--- config.mk ---
export PLATFORM = sky130hd
export DESIGN_NAME = mips_rtype_sequencer
export DESIGN_NICKNAME = d
export VERILOG_FILES = /design/src/rtl/mips_rtype_sequencer.sv
export SDC_FILE = /design/constraint.sdc
export NUM_CORES = 1
export LEC_CHECK = 0
export ABC_AREA = 1
export BUFFER_PORTS_ARGS = -buffer_cell sky130_fd_sc_hd__buf_2
export CAP_MARGIN = 40
export CORE_MARGIN = 1.5
export CORE_UTILIZATION = 43
export DETAILED_ROUTE_END_ITERATION = 6
export PLACE_DENSITY = 0.87
export SETUP_SLACK_MARGIN = 0.5
export SYNTH_ARGS = -nofsm -noshare
export SYNTH_HDL_FRONTEND = slang
export SYNTH_SLANG_ARGS = --single-unit
--- constraint.sdc ---
create_clock -name CLK -period 1.8 [get_ports CLK]
set_input_delay 0.18 -clock CLK [delete_from_list [all_inputs] [get_ports CLK]]
set_output_delay 0.18 -clock CLK [all_outputs]
set_load 0.01 [all_outputs]
--- src/rtl/mips_rtype_sequencer.sv ---
// Multi-cycle control FSM for an R-type MIPS datapath: FETCH, DECODE, EXECUTE, WRITEBACK.
// Define ILLEGAL_TRAP_EN to halt on an unsupported funct instead of retiring it as a NOP.
module mips_rtype_sequencer #(
  parameter int MAX_INSTR = 6,
  parameter int CNT_W     = 8
) (
  input  logic             CLK,
  input  logic             RESET,
  input  logic             START,
  input  logic [31:0]      INSTRUCTION,
  output logic             PCWrite,
  output logic             IRWrite,
  output logic             RegWrite,
  output logic [1:0]       ALUOp,
  output logic [3:0]       ALUCtl,
  output logic             BUSY,
  output logic             DONE,
  output logic             ILLEGAL,
  output logic [CNT_W-1:0] INSTR_COUNT
);

  typedef enum logic [2:0] {
    S_IDLE,
    S_FETCH,
    S_DECODE,
    S_EXECUTE,
    S_WRITEBACK,
    S_DONE,
    S_HALT
  } state_e;

  localparam logic [CNT_W-1:0] MaxCount  = CNT_W'(MAX_INSTR);
  localparam logic [1:0]       AluOpRtype = 2'b10;

  state_e           state_q, state_d;
  logic [3:0]       alu_ctl_q, alu_ctl_d;
  logic             bad_funct_q, bad_funct_d;
  logic             illegal_q, illegal_d;
  logic [CNT_W-1:0] count_q, count_d;
  logic [CNT_W-1:0] count_inc;

  // Only the funct field drives control; the rest of the word belongs to the datapath.
  logic unused_instr_bits;
  assign unused_instr_bits = ^INSTRUCTION[31:6];

  // Returns {illegal, alu_ctl}.
  function automatic logic [4:0] decode_funct(input logic [5:0] funct);
    case (funct)
      6'd32:   return {1'b0, 4'd2};
      6'd34:   return {1'b0, 4'd6};
      6'd36:   return {1'b0, 4'd0};
      6'd37:   return {1'b0, 4'd1};
      6'd39:   return {1'b0, 4'd12};
      6'd42:   return {1'b0, 4'd7};
      default: return {1'b1, 4'hF};
    endcase
  endfunction

  assign count_inc = count_q + CNT_W'(1);

  always_comb begin
    // NOTE: every output and next-state value gets a default first so no path infers a latch.
    state_d     = state_q;
    alu_ctl_d   = alu_ctl_q;
    bad_funct_d = bad_funct_q;
    illegal_d   = illegal_q;
    count_d     = count_q;
    PCWrite     = 1'b0;
    IRWrite     = 1'b0;
    RegWrite    = 1'b0;
    ALUOp       = 2'b00;
    BUSY        = 1'b0;
    DONE        = 1'b0;

    case (state_q)
      S_IDLE, S_DONE: begin
        DONE = (state_q == S_DONE);
        if (START) begin
          state_d   = S_FETCH;
          count_d   = '0;
          illegal_d = 1'b0;
        end
      end
      S_FETCH: begin
        BUSY    = 1'b1;
        PCWrite = 1'b1;
        IRWrite = 1'b1;
        state_d = S_DECODE;
      end
      S_DECODE: begin
        BUSY                     = 1'b1;
        {bad_funct_d, alu_ctl_d} = decode_funct(INSTRUCTION[5:0]);
        state_d                  = S_EXECUTE;
      end
      S_EXECUTE: begin
        BUSY    = 1'b1;
        ALUOp   = AluOpRtype;
        state_d = S_WRITEBACK;
      end
      S_WRITEBACK: begin
        BUSY     = 1'b1;
        ALUOp    = AluOpRtype;
        RegWrite = !bad_funct_q;
`ifdef ILLEGAL_TRAP_EN
        if (bad_funct_q) begin
          illegal_d = 1'b1;
          state_d   = S_HALT;
        end else begin
          count_d = count_inc;
          state_d = (count_inc == MaxCount) ? S_DONE : S_FETCH;
        end
`else
        // An unsupported funct retires as a NOP but leaves a sticky flag behind.
        if (bad_funct_q) illegal_d = 1'b1;
        count_d = count_inc;
        state_d = (count_inc == MaxCount) ? S_DONE : S_FETCH;
`endif
      end
      S_HALT: begin
        // Parked until RESET; every enable stays low.
        state_d = S_HALT;
      end
      default: state_d = S_IDLE;
    endcase
  end

  // NOTE: state registers use non-blocking assignments so every flop samples pre-edge values.
  always_ff @(posedge CLK) begin
    if (RESET) begin
      state_q     <= S_IDLE;
      alu_ctl_q   <= 4'hF;
      bad_funct_q <= 1'b0;
      illegal_q   <= 1'b0;
      count_q     <= '0;
    end else begin
      state_q     <= state_d;
      alu_ctl_q   <= alu_ctl_d;
      bad_funct_q <= bad_funct_d;
      illegal_q   <= illegal_d;
      count_q     <= count_d;
    end
  end

  assign ALUCtl      = alu_ctl_q;
  assign ILLEGAL     = illegal_q;
  assign INSTR_COUNT = count_q;

endmodule

# Yosys cells after proc, flatten, opt, wreduce, memory -nomap -nowiden
# Cells that the tools add are included.
dict set report totals {
  in_bits 35
  output_inout_bits 20
  reg_bits 17
  elab_cells 43
}
dict set report classes {
  mux 14
  reduce_logical 8
  add_sub_neg 1
  n_eq_ne 15
}
# op n
set op_table {}
lappend op_table {{== test 6 bit, second input constant} 6}
lappend op_table {{case mux 5 bit (6 select lines)} 1}
lappend op_table {{case mux 3 bit (6 select lines)} 1}
lappend op_table {{case mux 8 bit (2 select lines)} 1}
lappend op_table {{== test 3 bit, second input constant} 3}
lappend op_table {{adder 8 x 1 -> 8 bit, second input constant} 1}
lappend op_table {{== test 8 x 3 -> 1 bit, second input constant} 1}
lappend op_table {{2-to-1 mux 8 bit} 1}
lappend op_table {{== test 3 x 2 -> 1 bit, second input constant} 2}
lappend op_table {{2-to-1 mux 1 bit} 6}
lappend op_table {{2-to-1 mux 3 bit} 2}
lappend op_table {{!= test 2 bit, second input constant} 2}
lappend op_table {{OR reduction 2 bit} 2}
lappend op_table {{OR reduction 4 bit} 1}
lappend op_table {{== test 3 x 1 -> 1 bit, second input constant} 1}
lappend op_table {{logical NOT 3 bit} 1}
lappend op_table {{AND reduction 3 bit} 1}
lappend op_table {{2-to-1 mux 2 bit} 1}
lappend op_table {{case mux 1 bit (2 select lines)} 1}
lappend op_table {{AND reduction 2 bit} 1}
lappend op_table {{nonzero test 2 bit} 1}
lappend op_table {{logical NOT 1 bit} 1}

# Depth between registers and ports, before layout
dict set report depth {
  depth_word 4
  depth_mapped 10
  depth_no_buf 10
}

# Worst setup path before layout
# OpenSTA, ideal clock, no wires.
dict set report synth_path {
  kind {register to register}
  startpoint {reg count_q[1] (netlist: INSTR_COUNT[1])}
  endpoint {reg state_q[2]}
  n_path_buf 0
  path_slack_ns 0.439
  stages_incl_launch_ff 9
  required_ns 1.730
  t_arrival_ns 1.291
  setup_ns 0.070
  synth_period_minus_slack_ns 1.361
  cell_sequence {dfxtp_1 ha_1 nand3_1 nor2_1 xnor2_1 nand3_1 nand2_1 nand2_1 a21oi_1}
}
dict set report synth_between {
  elab_chain_len 4
}
# item line
set synth_rtl {}
lappend synth_rtl {{start, declared} 39} ;# logic [CNT_W-1:0] count_q, count_d;
lappend synth_rtl {{start signal, assigned} 140} ;# count_q <= count_d;
lappend synth_rtl {{adder 8 x 1 -> 8 bit} 59} ;# assign count_inc = count_q + CNT_W'(1);
lappend synth_rtl {{== test 8 x 3 -> 1 bit} 116} ;# state_d = (count_inc == MaxCount) ? S_DONE : S_FETCH;
lappend synth_rtl {{2-to-1 mux 3 bit} 116}
lappend synth_rtl {{case mux 3 bit (6 select lines)} 75} ;# case (state_q)
lappend synth_rtl {{end signal, assigned} 136} ;# state_q <= state_d;
lappend synth_rtl {{end, declared} 35} ;# state_e state_q, state_d;
# No other way between the ends.
# A chain may end at the register's enable or synchronous reset.

# Worst setup path after layout
# Ends and elaborated chain as after synthesis.

==> flow_summary.rst <==
.. list-table::
   :header-rows: 1

   * - Metric
     - Value
   * - Reg-to-reg setup timing slack
     - 0.33 ns
   * - Mean routed wirelength per cell
     - 14.3 um
   * - Final number of hold-violating endpoints
     - 0
   * - Dominant register cell in the synthesized netlist
     - dfxtp_1
   * - Power per Cell Area
     - 551 mW/mm^2
   * - Core Rows
     - 16
   * - Number of sinks driven by the clock tree
     - 17
   * - Startpoint of the worst hold path
     - INSTRUCTION[3]
   * - Area of the multi-input gates
     - 667 um^2
   * - Starting Density
     - 47.1%
   * - Slew Viols, Final
     - 0
   * - Post-route standard cell area excluding fillers
     - 0.00155 mm^2
   * - Die W
     - 50.3 um
   * - Die boundary height
     - 50.3 um
   * - Total vias in the final route
     - 1210
   * - Number of global-route vias before repair
     - 1088
   * - Net count, final
     - 237
   * - Post-place instance area
     - 0.00111 mm^2
   * - Final sum of negative setup slack
     - 0 ns
   * - Startpoint type of the worst setup path
     - flip-flop
   * - Cells after Synth
     - 147
   * - Launching element of the worst setup path
     - INSTR_COUNT[1]
   * - Max clock buf depth
     - 2
   * - Post-synth net total
     - 184
   * - Per-instance average area after synthesis
     - 6.55 um^2
   * - Aggregate global routing overflow
     - 0
   * - Skew-Pair Late Insertion Delay
     - 0.29 ns
   * - Inserted Diodes
     - 0
   * - Final setup violating endpoints
     - 0
   * - Post-layout minimum cycle time
     - 1.47 ns
   * - Initial drt markers
     - 35
   * - Endpoint of the worst setup timing path
     - state_q[2]
   * - Async SR Flop Fraction
     - 0%
   * - Max Freq
     - 0.678 GHz
   * - Combined global-route utilization of all metal layers
     - 22.7%
   * - Post-route antenna net violation count
     - 0
   * - Crit path capture type
     - flip-flop
   * - Cell variety after synth
     - 27
   * - Placer congestion estimate
     - 0.852
   * - RSZ-0062 raised after global routing
     - yes
   * - Status
     - finished clean
   * - Share of the cycle needed by the critical path after routing
     - 81.9%
   * - Yosys warnings
     - 0
   * - Worst reg2reg path startpoint
     - INSTR_COUNT[1]
   * - Antenna violations before repair
     - 0
   * - Signed area change from the synthesized netlist to the final layout
     - 61.0%
   * - Core footprint
     - 0.00204 mm^2
   * - Number of flops mapped to enable cells by yosys
     - 0
   * - Crit Path Category
     - flip-flop to flip-flop
   * - Netlist area before placement
     - 962 um^2
   * - # DRC
     - 0
   * - Max cap viols
     - 0
   * - Avg Vias per Cell
     - 5.35
   * - CTS clk-pin slew, worst paths
     - 0.11 ns
   * - Count of fill cells added during filler insertion
     - 158
   * - Sequential area share after synthesis
     - 35.4%
   * - Largest clock skew in the final design
     - 0.00299 ns
   * - Leakage Power
     - 0.666 nW
   * - Number of buffers added on ports
     - 27
   * - Area of all sequential standard cells
     - 365 um^2
   * - Routed Wire Length
     - 3.23 mm
   * - Cell depth of the worst flop-to-flop path
     - 10
   * - Peak supply drop
     - 0.000407 V
   * - Worst path arrival time
     - 1.70 ns
   * - Capture instance of the worst register-to-register path
     - state_q[2]
   * - Dpl hpwl
     - 1.70 mm
   * - Critical path data required time
     - 2.02 ns
   * - First-pass GRT wire length
     - 4.42 mm
   * - Number of iterations in the first detailed-routing pass
     - 4
   * - TritonCTS clock tree
     - built
   * - Largest fanout of any net on the critical path
     - 5
   * - Count of hold-fix buffers inserted at cts
     - 0
   * - Fraction of layout instances using a drive strength above 1
     - 46.7%
   * - Kind of path behind the tightest hold check
     - primary input to flip-flop
   * - Number of synthesized register bits
     - 17
   * - Number of ports placed on the die boundary
     - 55
   * - Die area
     - 0.00253 mm^2
   * - Maximum number of pins on one net before global-route repair
     - 16
   * - Clock buffer count from CTS
     - 3
   * - Number of H-tree branching levels
     - 1
   * - Cell at the root of the clock tree
     - clkbuf_4
-- cell usage after synthesis (2+ instances only) --
cell type	number	share of area, %
nor2_1	17	6.6
nand2_1	42	16
dfxtp_1	17	35
nand3_1	11	5.7
nand4_1	5	3.3
nor2_2	2	1.3
inv_1	15	5.9
buf_4	2	1.6
nor3_1	2	1.0
ha_1	2	2.6
a21oi_1	13	6.8
or2_0	2	1.3
inv_2	3	1.2
-- per-layer routing --
metal / track usage, % / part of all wire, %
met1: 23.7 / 38
met2: 43.0 / 54
met3: 3.87 / 4.6
met4: 11.3 / 3.1
met5: 0 / 0
-- kinds of logic after synthesis --
logic type / synth area share (%)
other: 0.390
buffers and inverters: 8.97
AO/OA/AOI/OAI: 13.0
flip-flops: 35.4
XOR/XNOR: 0.910
adder cells (fa/ha/maj): 2.60
AND/OR/NAND/NOR: 38.8
-- worst max-delay path, cell delays in order, from the launching register on --
cell and delay [ns]:
dfxtp_4 0.39, ha_4 0.17, buf_6 0.11, nor2_4 0.03, nor2_4 0.13, nand3_2 0.10
nor2_2 0.11, nand3_1 0.09, nand2_1 0.08, nand2_1 0.06, a21oi_2 0.14
-- per-stage QoR --
stage	std cells	power (mW)	hold slack (ns)	setup WS (ns)	util, %
floorplan	147	0.507	0.242	0.518	-
global placement	198	0.545	0.459	0.421	54.6
detailed placement	198	0.551	0.461	0.383	54.6
CTS	219	0.793	0.184	0.414	66.7
global route	226	0.891	0.202	0.259	75.9
finish	226	0.853	0.172	0.326	75.9
-- placed cells by master, fill, tap and decap left out, drive strengths merged, types with 4 or more instances in the layout --
| master | synthesis | final |
|---|---|---|
| buf | 2 | 51 |
| nand2 | 43 | 43 |
| nor2 | 20 | 20 |
| inv | 18 | 18 |
| dfxtp | 17 | 17 |
| a21oi | 14 | 14 |
| nand3 | 11 | 11 |
| nand4 | 5 | 5 |
| clkbuf | 1 | 4 |
-- where the power goes --
group / internal [mW] / leakage (nW) / switching [mW]
clock network: 0.0861 / 0.0150 / 0.127
registers: 0.388 / 0.144 / 0.0232
logic: 0.107 / 0.507 / 0.123
total: 0.581 / 0.666 / 0.273
-- final cells by class --
class	instances	share of cell area, %
tap	27	2.18
sequential	17	23.6
clock buffer	4	1.70
multi-input combinational	109	43.1
timing repair buffer	51	24.3
inverter	18	5.17
-- flip-flops by register name, summed over array words and instances, names as in the netlist --
name	cells
ALUCtl	4
INSTR_COUNT	8
ILLEGAL	1
state_q	3
bad_funct_q	1
-- worst min path at each step --
stage / cells past startpoint / slack [ns] / end
6_report: 3 / 0.17 / ALUCtl[0]
5_1_grt: 3 / 0.20 / ALUCtl[0]
4_1_cts: 3 / 0.18 / ALUCtl[0]
3_5_place_dp: 2 / 0.46 / ALUCtl[1]
3_3_place_gp: 2 / 0.46 / ALUCtl[1]
2_1_floorplan: 1 / 0.24 / INSTR_COUNT[1]
-- timing repair --
item                                   4_1_cts  5_1_grt
setup buffers                               17        7
gates cloned                                 0        0
pin swaps                                   12       17
setup endpoints to repair                   18       16
gates resized for setup                     29       38
endpoints found under the hold margin        0        0
Note: power is estimated with default switching activity, not from simulation.
